==> config.mk <==
export PLATFORM = sky130hd
export DESIGN_NAME = zxunouart_phy
export DESIGN_NICKNAME = d
export VERILOG_FILES = /design/src/rtl/uart_phy_pkg.sv /design/src/rtl/fifo.sv /design/src/rtl/zxunouart_phy.sv
export SDC_FILE = /design/constraint.sdc
export NUM_CORES = 1
export LEC_CHECK = 0
export BUFFER_PORTS_ARGS = -buffer_cell sky130_fd_sc_hd__buf_2
export CAP_MARGIN = 25
export CELL_PAD_IN_SITES_DETAIL_PLACEMENT = 1
export CELL_PAD_IN_SITES_GLOBAL_PLACEMENT = 1
export CORE_MARGIN = 4
export CORE_UTILIZATION = 53
export CTS_CLUSTER_SIZE = 30
export DETAILED_ROUTE_END_ITERATION = 16
export GPL_ROUTABILITY_DRIVEN = 0
export PLACE_DENSITY_LB_ADDON = 0.08
export RECOVER_POWER = 50
export SYNTH_ARGS = -nofsm -noshare
export SYNTH_HDL_FRONTEND = slang
export SYNTH_SLANG_ARGS = --single-unit
==> constraint.sdc <==
create_clock -name clk_bus -period 3.5 [get_ports clk_bus]
set_input_delay 0.175 -clock clk_bus [delete_from_list [all_inputs] [get_ports clk_bus]]
set_output_delay 0.175 -clock clk_bus [all_outputs]
set_load 0.005 [all_outputs]
==> src/rtl/uart_phy_pkg.sv <==
// Shared types and frame constants for the ZX-Uno UART serial PHY.
package uart_phy_pkg;

    typedef enum logic [1:0] {
        TX_IDLE,
        TX_START,
        TX_DATA,
        TX_STOP
    } tx_state_t;

    typedef enum logic [2:0] {
        RX_IDLE,
        RX_START,
        RX_DATA,
        RX_STOP,
        RX_WAIT
    } rx_state_t;

    localparam int unsigned FRAME_BITS = 8;
    localparam int unsigned STOP_BITS  = 1;

endpackage

==> src/rtl/fifo.sv <==
// Synchronous FIFO with first-word fall-through read data and async active-high reset.
// A write into a full FIFO is accepted only when a pop happens in the same cycle.
module fifo #(
    parameter int unsigned ADDR_WIDTH = 4,
    parameter int unsigned DATA_WIDTH = 8
) (
    input  logic                  clk_i,
    input  logic                  rst_i,
    input  logic                  wr_en_i,
    input  logic [DATA_WIDTH-1:0] wr_data_i,
    input  logic                  rd_en_i,
    output logic [DATA_WIDTH-1:0] rd_data_o,
    output logic                  full_o,
    output logic                  empty_o
);

    localparam logic [ADDR_WIDTH:0] PtrOne = (ADDR_WIDTH + 1)'(1);

    logic [DATA_WIDTH-1:0] mem_q [2**ADDR_WIDTH];
    logic [ADDR_WIDTH:0]   wptr_q, wptr_d;
    logic [ADDR_WIDTH:0]   rptr_q, rptr_d;
    logic                  push, pop;

    assign empty_o   = (wptr_q == rptr_q);
    assign full_o    = (wptr_q[ADDR_WIDTH] != rptr_q[ADDR_WIDTH]) &&
                       (wptr_q[ADDR_WIDTH-1:0] == rptr_q[ADDR_WIDTH-1:0]);
    assign pop       = rd_en_i && !empty_o;
    assign push      = wr_en_i && (!full_o || pop);
    assign rd_data_o = mem_q[rptr_q[ADDR_WIDTH-1:0]];

    always_comb begin
        wptr_d = push ? wptr_q + PtrOne : wptr_q;
        rptr_d = pop  ? rptr_q + PtrOne : rptr_q;
    end

    always_ff @(posedge clk_i or posedge rst_i) begin
        if (rst_i) begin
            wptr_q <= '0;
            rptr_q <= '0;
        end else begin
            wptr_q <= wptr_d;
            rptr_q <= rptr_d;
        end
    end

    always_ff @(posedge clk_i) begin
        if (push) begin
            mem_q[wptr_q[ADDR_WIDTH-1:0]] <= wr_data_i;
        end
    end

endmodule

==> src/rtl/zxunouart_phy.sv <==
// 8N1 serial PHY for the ZX-Uno UART: TX FIFO + serializer, RX deserializer, RTS from RX FIFO.
// Define UART_CTS_EN to gate new TX frames on a synchronized cts_n.
module zxunouart_phy
    import uart_phy_pkg::*;
#(
    parameter int unsigned CLK_DIV    = 243,
    parameter int unsigned TX_FIFO_AW = 4
) (
    input  logic       clk_bus,
    input  logic       reset,
    input  logic [7:0] uart_tx_data,
    input  logic       uart_tx_req,
    output logic [7:0] uart_rx_data,
    output logic       uart_rx_req,
    input  logic       uart_rx_fifo_full,
    output logic       txd,
    input  logic       rxd,
    output logic       rts_n,
    input  logic       cts_n,
    output logic       tx_busy,
    output logic       tx_overflow,
    output logic       rx_frame_err
);

    localparam int unsigned   CW         = $clog2(CLK_DIV);
    localparam logic [CW-1:0] CntOne     = CW'(1);
    localparam logic [CW-1:0] BitReload  = CW'(CLK_DIV - 1);
    localparam logic [CW-1:0] HalfReload = CW'(CLK_DIV / 2 - 1);
    localparam logic [2:0]    LastBit    = 3'(FRAME_BITS - 1);

    logic [7:0] fifo_rd_data;
    logic       fifo_full, fifo_empty, fifo_pop;
    logic       cts_ok;

    fifo #(
        .ADDR_WIDTH(TX_FIFO_AW),
        .DATA_WIDTH(8)
    ) u_tx_fifo (
        .clk_i    (clk_bus),
        .rst_i    (reset),
        .wr_en_i  (uart_tx_req),
        .wr_data_i(uart_tx_data),
        .rd_en_i  (fifo_pop),
        .rd_data_o(fifo_rd_data),
        .full_o   (fifo_full),
        .empty_o  (fifo_empty)
    );

`ifdef UART_CTS_EN
    logic cts_meta_q, cts_sync_q;

    always_ff @(posedge clk_bus or posedge reset) begin
        if (reset) begin
            cts_meta_q <= 1'b1;
            cts_sync_q <= 1'b1;
        end else begin
            cts_meta_q <= cts_n;
            cts_sync_q <= cts_meta_q;
        end
    end

    assign cts_ok = ~cts_sync_q;
`else
    logic unused_cts;
    assign unused_cts = cts_n;
    assign cts_ok     = 1'b1;
`endif

    // ---------------- TX ----------------
    tx_state_t     tx_state_q, tx_state_d;
    logic [CW-1:0] tx_cnt_q, tx_cnt_d;
    logic [2:0]    tx_bit_q, tx_bit_d;
    logic [7:0]    tx_shift_q, tx_shift_d;
    logic          txd_q, txd_d;
    logic          tx_ovf_q, tx_ovf_d;

    always_ff @(posedge clk_bus or posedge reset) begin
        if (reset) begin
            tx_state_q <= TX_IDLE;
            tx_cnt_q   <= '0;
            tx_bit_q   <= '0;
            tx_shift_q <= '0;
            txd_q      <= 1'b1;
            tx_ovf_q   <= 1'b0;
        end else begin
            tx_state_q <= tx_state_d;
            tx_cnt_q   <= tx_cnt_d;
            tx_bit_q   <= tx_bit_d;
            tx_shift_q <= tx_shift_d;
            txd_q      <= txd_d;
            tx_ovf_q   <= tx_ovf_d;
        end
    end

    always_comb begin
        tx_state_d = tx_state_q;
        tx_cnt_d   = tx_cnt_q - CntOne;
        tx_bit_d   = tx_bit_q;
        tx_shift_d = tx_shift_q;
        txd_d      = txd_q;
        tx_ovf_d   = tx_ovf_q | (uart_tx_req & fifo_full & ~fifo_pop);
        unique case (tx_state_q)
            TX_IDLE: begin
                txd_d    = 1'b1;
                tx_cnt_d = tx_cnt_q;
                if (fifo_pop) begin
                    tx_state_d = TX_START;
                    tx_shift_d = fifo_rd_data;
                    tx_cnt_d   = BitReload;
                    txd_d      = 1'b0;
                end
            end
            TX_START: begin
                if (tx_cnt_q == '0) begin
                    tx_state_d = TX_DATA;
                    tx_cnt_d   = BitReload;
                    tx_bit_d   = '0;
                    txd_d      = tx_shift_q[0];
                end
            end
            TX_DATA: begin
                if (tx_cnt_q == '0) begin
                    tx_cnt_d = BitReload;
                    if (tx_bit_q == LastBit) begin
                        tx_state_d = TX_STOP;
                        txd_d      = 1'b1;
                    end else begin
                        tx_bit_d   = tx_bit_q + 3'd1;
                        tx_shift_d = tx_shift_q >> 1;
                        txd_d      = tx_shift_q[1];
                    end
                end
            end
            TX_STOP: begin
                if (tx_cnt_q == '0) begin
                    // Queued data restarts immediately so frames stay back-to-back.
                    if (fifo_pop) begin
                        tx_state_d = TX_START;
                        tx_shift_d = fifo_rd_data;
                        tx_cnt_d   = BitReload;
                        txd_d      = 1'b0;
                    end else begin
                        tx_state_d = TX_IDLE;
                    end
                end
            end
            default: tx_state_d = TX_IDLE;
        endcase
    end

    always_comb begin
        fifo_pop = !fifo_empty && cts_ok &&
                   ((tx_state_q == TX_IDLE) || (tx_state_q == TX_STOP && tx_cnt_q == '0));
        tx_busy     = !fifo_empty || (tx_state_q != TX_IDLE);
        txd         = txd_q;
        tx_overflow = tx_ovf_q;
    end

    // ---------------- RX ----------------
    rx_state_t     rx_state_q, rx_state_d;
    logic [CW-1:0] rx_cnt_q, rx_cnt_d;
    logic [2:0]    rx_bit_q, rx_bit_d;
    logic [7:0]    rx_shift_q, rx_shift_d;
    logic [7:0]    rx_data_q, rx_data_d;
    logic          rx_req_q, rx_req_d;
    logic          rx_err_q, rx_err_d;
    logic          rx_meta_q, rx_sync_q, rx_prev_q;
    logic          rts_q;

    always_ff @(posedge clk_bus or posedge reset) begin
        if (reset) begin
            rx_meta_q <= 1'b1;
            rx_sync_q <= 1'b1;
            rx_prev_q <= 1'b1;
            rts_q     <= 1'b1;
        end else begin
            rx_meta_q <= rxd;
            rx_sync_q <= rx_meta_q;
            rx_prev_q <= rx_sync_q;
            rts_q     <= uart_rx_fifo_full;
        end
    end

    always_ff @(posedge clk_bus or posedge reset) begin
        if (reset) begin
            rx_state_q <= RX_IDLE;
            rx_cnt_q   <= '0;
            rx_bit_q   <= '0;
            rx_shift_q <= '0;
            rx_data_q  <= '0;
            rx_req_q   <= 1'b0;
            rx_err_q   <= 1'b0;
        end else begin
            rx_state_q <= rx_state_d;
            rx_cnt_q   <= rx_cnt_d;
            rx_bit_q   <= rx_bit_d;
            rx_shift_q <= rx_shift_d;
            rx_data_q  <= rx_data_d;
            rx_req_q   <= rx_req_d;
            rx_err_q   <= rx_err_d;
        end
    end

    always_comb begin
        rx_state_d = rx_state_q;
        rx_cnt_d   = rx_cnt_q - CntOne;
        rx_bit_d   = rx_bit_q;
        rx_shift_d = rx_shift_q;
        rx_data_d  = rx_data_q;
        rx_req_d   = 1'b0;
        rx_err_d   = 1'b0;
        unique case (rx_state_q)
            RX_IDLE: begin
                rx_cnt_d = rx_cnt_q;
                if (rx_prev_q && !rx_sync_q) begin
                    rx_state_d = RX_START;
                    rx_cnt_d   = HalfReload;
                end
            end
            RX_START: begin
                if (rx_cnt_q == '0) begin
                    rx_state_d = rx_sync_q ? RX_IDLE : RX_DATA;
                    rx_cnt_d   = BitReload;
                    rx_bit_d   = '0;
                end
            end
            RX_DATA: begin
                if (rx_cnt_q == '0) begin
                    rx_shift_d = {rx_sync_q, rx_shift_q[7:1]};
                    rx_cnt_d   = BitReload;
                    rx_bit_d   = rx_bit_q + 3'd1;
                    if (rx_bit_q == LastBit) begin
                        rx_state_d = RX_STOP;
                    end
                end
            end
            RX_STOP: begin
                if (rx_cnt_q == '0) begin
                    if (rx_sync_q) begin
                        rx_data_d  = rx_shift_q;
                        rx_req_d   = 1'b1;
                        rx_state_d = RX_IDLE;
                    end else begin
                        rx_err_d   = 1'b1;
                        rx_state_d = RX_WAIT;
                    end
                end
            end
            RX_WAIT: begin
                rx_cnt_d = rx_cnt_q;
                if (rx_sync_q) begin
                    rx_state_d = RX_IDLE;
                end
            end
            default: rx_state_d = RX_IDLE;
        endcase
    end

    always_comb begin
        uart_rx_data = rx_data_q;
        uart_rx_req  = rx_req_q;
        rx_frame_err = rx_err_q;
        rts_n        = rts_q;
    end

endmodule

==> flow_summary.toml <==
[status]
status = "completed"

[setup_path]
arrival_ns = 2.90
cpPeakStageDelay_ns = 0.56
criticalPathCategory = "flop to flop"
path_buf_inv = 2
reg2reg_depth = 7
cp_max_fo = 20
required_ns = 3.57
cp-start-kind = "flop"
cp_cell_sequence = "inv_1, ha_1, nor4b_4, a31oi_1, a31oi_1, buf_4, and3_1"
cp_slowest_cell = "and3_1"
regToRegSetupSlack_ns = 0.67
cp_common_cell = "a31oi_1"
crit_path_end_kind = "flop"
critPathTopFamily = "simple AND/OR/NAND/NOR gates"
cp.depth = 7

[power_and_ir_drop]
p_leak_nw = 3.560
p_per_area_nw_per_um2 = 807.9
vdd_drop_max_mv = 0.5361
total_power_mw = 7.650

[route]
drc = 0
drt_pass1_iterations = 4
num_vias = 4806
ant_nets = 0
via_per_inst = 5.911
drt-initial-drc-count = 274
wl_per_cell_um = 21.13
totalWireLength_um = 17180

[clock_tree]
clk_pin_slew_worst_paths_ns = 0.08
cts_max_level = 4
root_buffer = "clkbuf_16"
cts_setup_buffers = 0
clock-sinks = 197
numCtsBuffers = 17
cts.path.max_buffers = 2
clk_latency_ns = 0.44
cts_tree = "done"

[finish]
diodes = 0
stdcell_count = 813
mostFrequentLayoutCell = "edfxtp_1"
final_cell_mix = "edfxtp_1 (128), dfrtp_1 (63), mux4_2 (33)"
drive_gt1_share_pct = 20.27
post-route-util_pct = 59.83
nets = 614
area_delta_synth_final_pct = 10.95

[die]
core_sq_um = 15830
start_util_pct = 53.92
row_count = 46
fp.dieH_um = 134.9
ios = 28
fp.dieW_um = 134.9
die-area_sq_um = 18200

[synthesis]
avgSynthCellArea_sq_um = 15.29
syn_area_sq_um = 8534
ys.flop_type = "edfxtp_1"
synth-edff-count = 128
synth_top_area_share_pct = 45.04
synth_seq_area_share_pct = 65.34
yosys_warnings = 0
synth_cell_types = 66
synthArstFlopShare_pct = 35.03
syn_nets = 588
synth.area.top_cells = "edfxtp_1 (45%), dfrtp_1 (19%), mux4_2 (8.7%)"
synthCells = 558
ys_seq_elements = 197
synth_area_leader_cell = "edfxtp_1"

[global_routing]
antenna_found_initial = 0
overflow = 0
track_usage_pct = 20.42
grt_start_max_net_pins = 37
grt_pass1_vias = 5105
grt_pass1_wl_um = 28180

[sta]
max_freq_mhz = 353.6
worst_pin_slew_ns = 1.349
clock_skew_ns = 0.01552
slew_headroom_pct = 9.971
layout_min_cycle_time_ns = 2.828
tns_ns = 0
holdWs_ns = 0.2531
min_period_over_period_pct = 80.80
slew_viol_final = 0
setup_viol = 0
final_hold_viol_count = 0
rsz0062_at_grt = "false"

[place]
dpl.hpwl_um = 11660
port_buffers = 26
dp_cells = 777

[min_path]
min_path_cells = 1
hp-class = "input pin to flop"

[run]
cap_violations = 0
[through the flow]
stage                     setup slack, ns  instance area (sq um)
after CTS                          0.6919                   9492
after floorplan                    0.8744                   8534
final                              0.6721                   9469
after detailed placement           0.7523                   8850
after global routing               0.4870                   9469
after global placement             0.8120                   8850
[cells by family after synthesis]
| logic type | count (synthesis) | synth area share (%) |
|---|---|---|
| buf+inv | 50 | 2.507 |
| xor+xnor | 15 | 1.539 |
| mux | 68 | 13.11 |
| compound gates | 94 | 7.228 |
| fa+ha+maj | 16 | 2.346 |
| simple gates | 118 | 7.932 |
| flops | 197 | 65.34 |
[layer usage]
metal,vias up,track usage [%],share of wire [%]
li1,2206,-,-
met1,2526,26.80,44
met2,59,35.19,52
met3,15,4.024,2.5
met4,0,5.317,1.1
met5,-,0,0
[repair_timing]
action,CTS,global route
hold endpoints to repair,35,0
setup endpoints to repair,0,0
hold buffers,4,0
resized for setup,0,0
[state kept, by name, summed over array words and instances, names as in the netlist, 2 cells and up]
signal and flops:
rx_bit_q 3, rx_cnt_q 8, rx_shift_q 8, rx_state_q 3, tx_bit_q 3, tx_cnt_q 8
tx_shift_q 8, tx_state_q 2, u_tx_fifo.mem_q 128, u_tx_fifo.rptr_q 5, u_tx_fifo.wptr_q 5, uart_rx_data 8
[synthesized netlist by cell type, types with 2 or more instances]
cell type and n:
a21oi_1 21, a22o_1 3, a2bb2oi_1 6, a31oi_1 4
a32o_1 3, and3_1 15, and4_1 4, buf_1 3
buf_2 10, clkbuf_1 13, clkbuf_2 2, dfrtp_1 64
dfstp_2 5, edfxtp_1 128, ha_1 16, inv_1 20
mux2_2 20, mux2i_1 15, mux4_2 33, nand2_1 25
nand2_2 2, nand2b_1 2, nand3_1 5, nand4_1 5
nand4b_1 2, nor2_1 27, nor2b_1 3, nor3_1 9
nor4b_4 2, o211ai_1 2, o21ai_0 30, o22a_1 6
o22ai_1 2, or2_2 2, or3_1 5, xnor2_1 9
xor2_1 6
[report_power, final]
group | internal (mW) | switching, mW
Combinational | 1.14 | 1.37
Clock | 0.965 | 0.958
Sequential | 2.88 | 0.342
[worst register-to-register path: cells and delay by family (launching register included)]
kind | cells | cell delay [ns]
flip-flops | 1 | 0.38
AO/OA/AOI/OAI | 2 | 0.54
adder cells (fa/ha/maj) | 1 | 0.25
buffers and inverters | 2 | 0.37
AND/OR/NAND/NOR | 2 | 0.93
[final timing paths]
path / from / to
setup / recovery: tx_cnt_q[0]$_DFFE_PP0P_ / u_tx_fifo.mem_q[15][4]$_DFFE_PP_
hold / removal: uart_tx_data[1] / u_tx_fifo.mem_q[5][1]$_DFFE_PP_
setup reg to reg: tx_cnt_q[0]$_DFFE_PP0P_ / u_tx_fifo.mem_q[15][4]$_DFFE_PP_
hold reg to reg: rx_meta_q$_DFF_PP1_ / rx_sync_q$_DFF_PP1_
max in group asynchronous: reset / uart_rx_data[4]$_DFFE_PP0P_
min in group asynchronous: reset / u_tx_fifo.rptr_q[0]$_DFFE_PP0P_
[cell type report]
cell class | instances | area (sq um)
Clock inverter | 15 | 176.4
Timing Repair Buffer | 37 | 200.2
Multi-Input combinational cell | 311 | 2744
Inverter | 20 | 75.07
Sequential cell | 197 | 5578
Clock buffer | 17 | 425.4
Tap cell | 216 | 270.3
Fill cell | 1466 | 6359
Note: power is estimated with default switching activity, not from simulation.
